### src/rtl/fifo_wr_arb_ctrl.sv
// Two-producer round-robin write arbiter and pointer/flag controller for an external FIFO memory.
// Grants are combinational, so a write is accepted in the cycle it is requested. Refused producers hold req; rvalid follows an accepted read by one cycle.
module fifo_wr_arb_ctrl #(
   parameter int WIDTH = 4,
   parameter int DEPTH = 8,
   localparam int AW = $clog2(DEPTH)
) (
   input  logic             clk,
   input  logic             rst_n,
   input  logic             req0,
   input  logic             req1,
   input  logic [WIDTH-1:0] wdata0,
   input  logic [WIDTH-1:0] wdata1,
   output logic             gnt0,
   output logic             gnt1,
   input  logic             rd_rq,
   output logic             mem_wr_rq,
   output logic [AW-1:0]    mem_waddr,
   output logic [WIDTH-1:0] mem_wdata,
   output logic             mem_rd_rq,
   output logic [AW-1:0]    mem_raddr,
   output logic             full,
   output logic             empty,
   output logic [AW:0]      count,
   output logic             rvalid,
   output logic             underflow
);

   localparam logic [AW:0] PTR_ONE = {{AW{1'b0}}, 1'b1};

   logic [AW:0] r_wptr;
   logic [AW:0] r_rptr;
   logic        r_last;
   logic        r_rvalid;
   logic        r_underflow;

   logic        w_empty;
   logic        w_full;
   logic        w_gnt0;
   logic        w_gnt1;
   logic        w_rd;

   assign w_empty = (r_wptr == r_rptr);
   assign w_full  = (r_wptr[AW-1:0] == r_rptr[AW-1:0]) && (r_wptr[AW] != r_rptr[AW]);

   // r_last = 1 means producer 1 was served last, so producer 0 wins the next tie
   assign w_gnt0 = !w_full && req0 && (!req1 || r_last);
   assign w_gnt1 = !w_full && req1 && (!req0 || !r_last);
   assign w_rd   = rd_rq && !w_empty;

   assign gnt0      = w_gnt0;
   assign gnt1      = w_gnt1;
   assign mem_wr_rq = w_gnt0 | w_gnt1;
   assign mem_wdata = w_gnt1 ? wdata1 : wdata0;
   assign mem_waddr = r_wptr[AW-1:0];
   assign mem_rd_rq = w_rd;
   assign mem_raddr = r_rptr[AW-1:0];
   assign full      = w_full;
   assign empty     = w_empty;
   assign count     = r_wptr - r_rptr;
   assign rvalid    = r_rvalid;
   // Sticky flag, but visible already in the offending cycle
   assign underflow = r_underflow | (rd_rq & w_empty);

   always_ff @(posedge clk or negedge rst_n) begin
      if (!rst_n) begin
         r_wptr      <= '0;
         r_rptr      <= '0;
         r_last      <= 1'b1;
         r_rvalid    <= 1'b0;
         r_underflow <= 1'b0;
      end else begin
         if (w_gnt0 || w_gnt1) begin
            r_wptr <= r_wptr + PTR_ONE;
            r_last <= w_gnt1;
         end
         if (w_rd) begin
            r_rptr <= r_rptr + PTR_ONE;
         end
         r_rvalid <= w_rd;
         if (rd_rq && w_empty) begin
            r_underflow <= 1'b1;
         end
      end
   end

endmodule

### config.mk
export PLATFORM = sky130hd
export DESIGN_NAME = fifo_wr_arb_ctrl
export DESIGN_NICKNAME = d
export VERILOG_FILES = /design/src/rtl/fifo_wr_arb_ctrl.sv
export SDC_FILE = /design/constraint.sdc
export NUM_CORES = 1
export LEC_CHECK = 0
export CAP_MARGIN = 15
export CORE_MARGIN = 3
export CORE_UTILIZATION = 35
export DETAILED_ROUTE_END_ITERATION = 6
export PLACE_DENSITY = 0.67
export SYNTH_ARGS = -nofsm -noshare
export SYNTH_HDL_FRONTEND = slang
export SYNTH_SLANG_ARGS = --single-unit
### constraint.sdc
create_clock -name clk -period 4.1 [get_ports clk]
set_input_delay 0.615 -clock clk [delete_from_list [all_inputs] [get_ports clk]]
set_output_delay 0.615 -clock clk [all_outputs]
set_load 0.005 [all_outputs]
==> results.md <==
- Portion of total power attributed to sequential cells: 0.239
- Post-synth cell types: 22
- First-pass GRT wire length: roughly 2.4 mm
- Delay of the slowest cell on the worst path: 460 ps
- Run status: complete, no violations
- Class of the tightest hold or removal check: register to register
- Port-buffer cells: 34
- Register area: between 200 and 300 µm²
- Post-CTS setup buffer count: 0
- Total wire length: about 1.5 mm
- Global route hottest layer: met2
- Avg Inst Size Synth: just over 10 µm²
- Net count reported at finish: between 100 and 150
- Antenna Cells: 0
- F_max: roughly 0.32 GHz
- Global routing usage on met3: 0.0287
- Floorplan row count: 16
- Power per cell area: slightly below 900 mW/mm²
- Clk root buf: clkbuf_4
- Clock Sink Count: 11
- Post-CTS clock slew at the launch and capture registers of the worst setup and hold paths: approximately 60 ps
- DP Worst Slack: 1270 ps
- Cell-by-cell listing of the critical path: inv_1, ha_1, nand3_1, nand2b_2, nand3_2, mux2_1, clkdlybuf4s50_1
- Number of H-tree branching levels: 1
- Number of gates resized after CTS: 0
- Syn Inst Count: just over 70
- Max rail drop VDD: 0.305 mV
- Number of optimization iterations in the first detailed-route pass: 2
- Placer's final routability congestion estimate: 0.754
- Ports: 35
- Final routed wire length divided by cell count: between 10 and 15 µm
- Area of the placeable core: 0.00198 mm²
- Worst path arrival time: 2480 ps
- Critical path type: register to primary output
- Maximum count of clock buffers along a single path: 2
- Max cap viols: 0
- Unrepaired setup endpoints after global routing: false
- Number of failing setup endpoints in the final timing report: 0
- CTS tree: built
- Register-to-register path setup slack: about 2400 ps
- Fillers: about 170
- Post-detailed-route count of antenna-violating nets: 0
- Crit path time final: roughly 3100 ps
- Leakage Power: slightly below 0.5 nW
- Final worst path period share: 0.755
- Total number of vias: ~600
- Part of the power in the clock network: 0.079
- Sequential fraction of the synthesis area: 0.373
- Post-Place Cell Area: approximately 0.0011 mm²
- Share of total power consumed by net switching: 0.382
- Gr ovfl total: 0
- Number of warnings reported in the yosys synthesis log: 0
- Vias per inst: 4.52
- Critical path capture point type: primary output
- Die ar.: around 0.0027 mm²
- Width of the die: between 50 and 60 µm
- Pin count of the biggest net entering global routing: 12
- Clock latency at the later pin of the worst-skew pair: between 200 and 300 ps
- Final count of pins violating max slew: 0
- GR Util met2: 0.199
- Initial antenna violation count: 0
- Sum Neg Setup Slack: 0 ps
- Crit-path max FO: 6
- Area occupied by multi-input gates: around 380 µm²
- Starting DRT DRC Count: 6
- Part of the total power dissipated in combinational logic: 0.682
- Crit path setup slack, layout: 1000 ps
- Worst Path Required: roughly 3500 ps
- GRT met1 Usage: 0.141
- Vias in the first global route: ~570
- HPWL after detailed placement: ~1.2 mm
- Share of layout cells above drive strength 1: 0.0865
- Initial core utilization: 0.374
- Post-route clock skew: about 9.6 ps
- DRC violations left: 0
- Switching power total: 0.367 mW
- Cell area after layout: between 0.001 and 0.0015 mm²
- Number of buffers added by the clock tree synthesis step: 3
- Total routing resource utilization after global routing: 0.122
- Die height: 52.0 µm
- Internal cell power: 0.594 mW
- Net Count, Synth: ~90
- Crit start category: register
- Slew @ Worst Pin: roughly 500 ps
- Layout overhead on the synthesized area: 47.9%
- Tightest slew margin relative to the limit: 0.669
- Count of final hold-check violations: 0
- Library cell contributing the largest single delay on the critical path: dfrtp_1
- Post-synthesis cell area: 742 µm²
- Post-synthesis register bit count: 11
- Number of buffers added to fix hold violations after cts: 0
-- power by group through the flow --
stage	Sequential, mW	Clock (mW)	Combinational [mW]
CTS	0.230	0.0786	0.670
global placement	0.229	0	0.663
finish	0.230	0.0756	0.655
detailed placement	0.232	0	0.665
global route	0.238	0.0837	0.725
floorplan	0.217	0	0.383
-- synth_stat cells (all sizes together) --
master,count,area share
fa,1,0.027
nand2,4,0.020
inv,12,0.061
nand3,3,0.027
dfrtp,10,0.34
a31oi,1,0.0084
nand2b,1,0.012
xor2,3,0.046
xnor2,6,0.071
mux2,5,0.076
a21o,3,0.030
a21oi,3,0.020
dfstp,1,0.035
o21ai,2,0.019
buf,6,0.061
nor2,4,0.020
a41oi,1,0.037
nand4,1,0.0084
ha,5,0.084
-- placed cells by master (no fill, tap or decap) --
cell type        instances
mux2_1                   5
nor2_1                   4
fa_1                     1
xnor2_1                  6
nand4_1                  1
o21ai_2                  1
clkbuf_4                 3
inv_1                   12
xor2_1                   2
nand2_1                  4
xor2_2                   1
clkdlybuf4s50_1         34
nand2b_2                 1
dfstp_2                  1
nand3_1                  2
a21o_1                   3
a31oi_1                  1
a21oi_1                  3
clkbuf_1                 1
a41oi_4                  1
dfrtp_1                 10
ha_1                     5
nand3_2                  1
o21ai_1                  1
-- through the flow --
step / hold slack (ps) / power, mW / cells / utilization
final: 477 / 0.961 / 131 / 0.554
after global routing: 502 / 1.05 / 131 / 0.554
after CTS: 479 / 0.978 / 131 / 0.554
after detailed placement: 459 / 0.897 / 127 / 0.540
after global placement: 444 / 0.892 / 127 / 0.540
after floorplan: 319 / 0.600 / 72 / -
-- layout make-up --
| type | instances | share of cell area |
|---|---|---|
| inverter | 12 | 0.0410 |
| multi-input combinational | 43 | 0.342 |
| sequential | 11 | 0.252 |
| timing repair buffer | 34 | 0.310 |
| clock buffer | 4 | 0.0239 |
| tap | 27 | 0.0308 |
-- final timing paths --
kind | from | to | depth (start not counted)
worst max-delay path | r_rptr[1] | mem_wdata[3] | 7
worst min-delay path | r_underflow | r_underflow | 1
worst max register to register | r_rptr[1] | r_rptr[1] | 5
worst min register to register | r_underflow | r_underflow | 1
max in group asynchronous | rst_n | r_last | 1
min in group asynchronous | rst_n | r_wptr[2] | 1
-- sequential cells by signal, indices dropped and copies added, names as in the netlist --
register / cells
r_wptr: 4
rvalid: 1
r_underflow: 1
r_rptr: 4
r_last: 1
-- critical path, delay by kind of cell (launching register included) --
kind / cells / cell delay [ps]
adder cells (fa/ha/maj): 1 / 350
flip-flops: 1 / 460
AND/OR/NAND/NOR: 3 / 540
multiplexers: 1 / 330
buffers and inverters: 2 / 530
-- metal layers --
| metal | up-vias | wire (µm) |
|---|---|---|
| met4 | 0 | 35 |
| met1 | 265 | 631 |
| met2 | 31 | 690 |
| met3 | 5 | 150 |
| met5 | - | 0 |
| li1 | 291 | - |
-- cell families (layout without fill, tap and decap cells) --
family                     Yosys count  after routing  share of synthesized area
adders and majority gates            6              6                      0.111
AOI/OAI and AO/OA                   10             10                      0.115
muxes                                5              5                     0.0759
DFF                                 11             11                      0.373
buffers and inverters               18             50                      0.121
and+or+nand+nor                     13             13                     0.0877
xor gates and xnor gates             9              9                      0.116
Note: power is estimated with default switching activity, not from simulation.
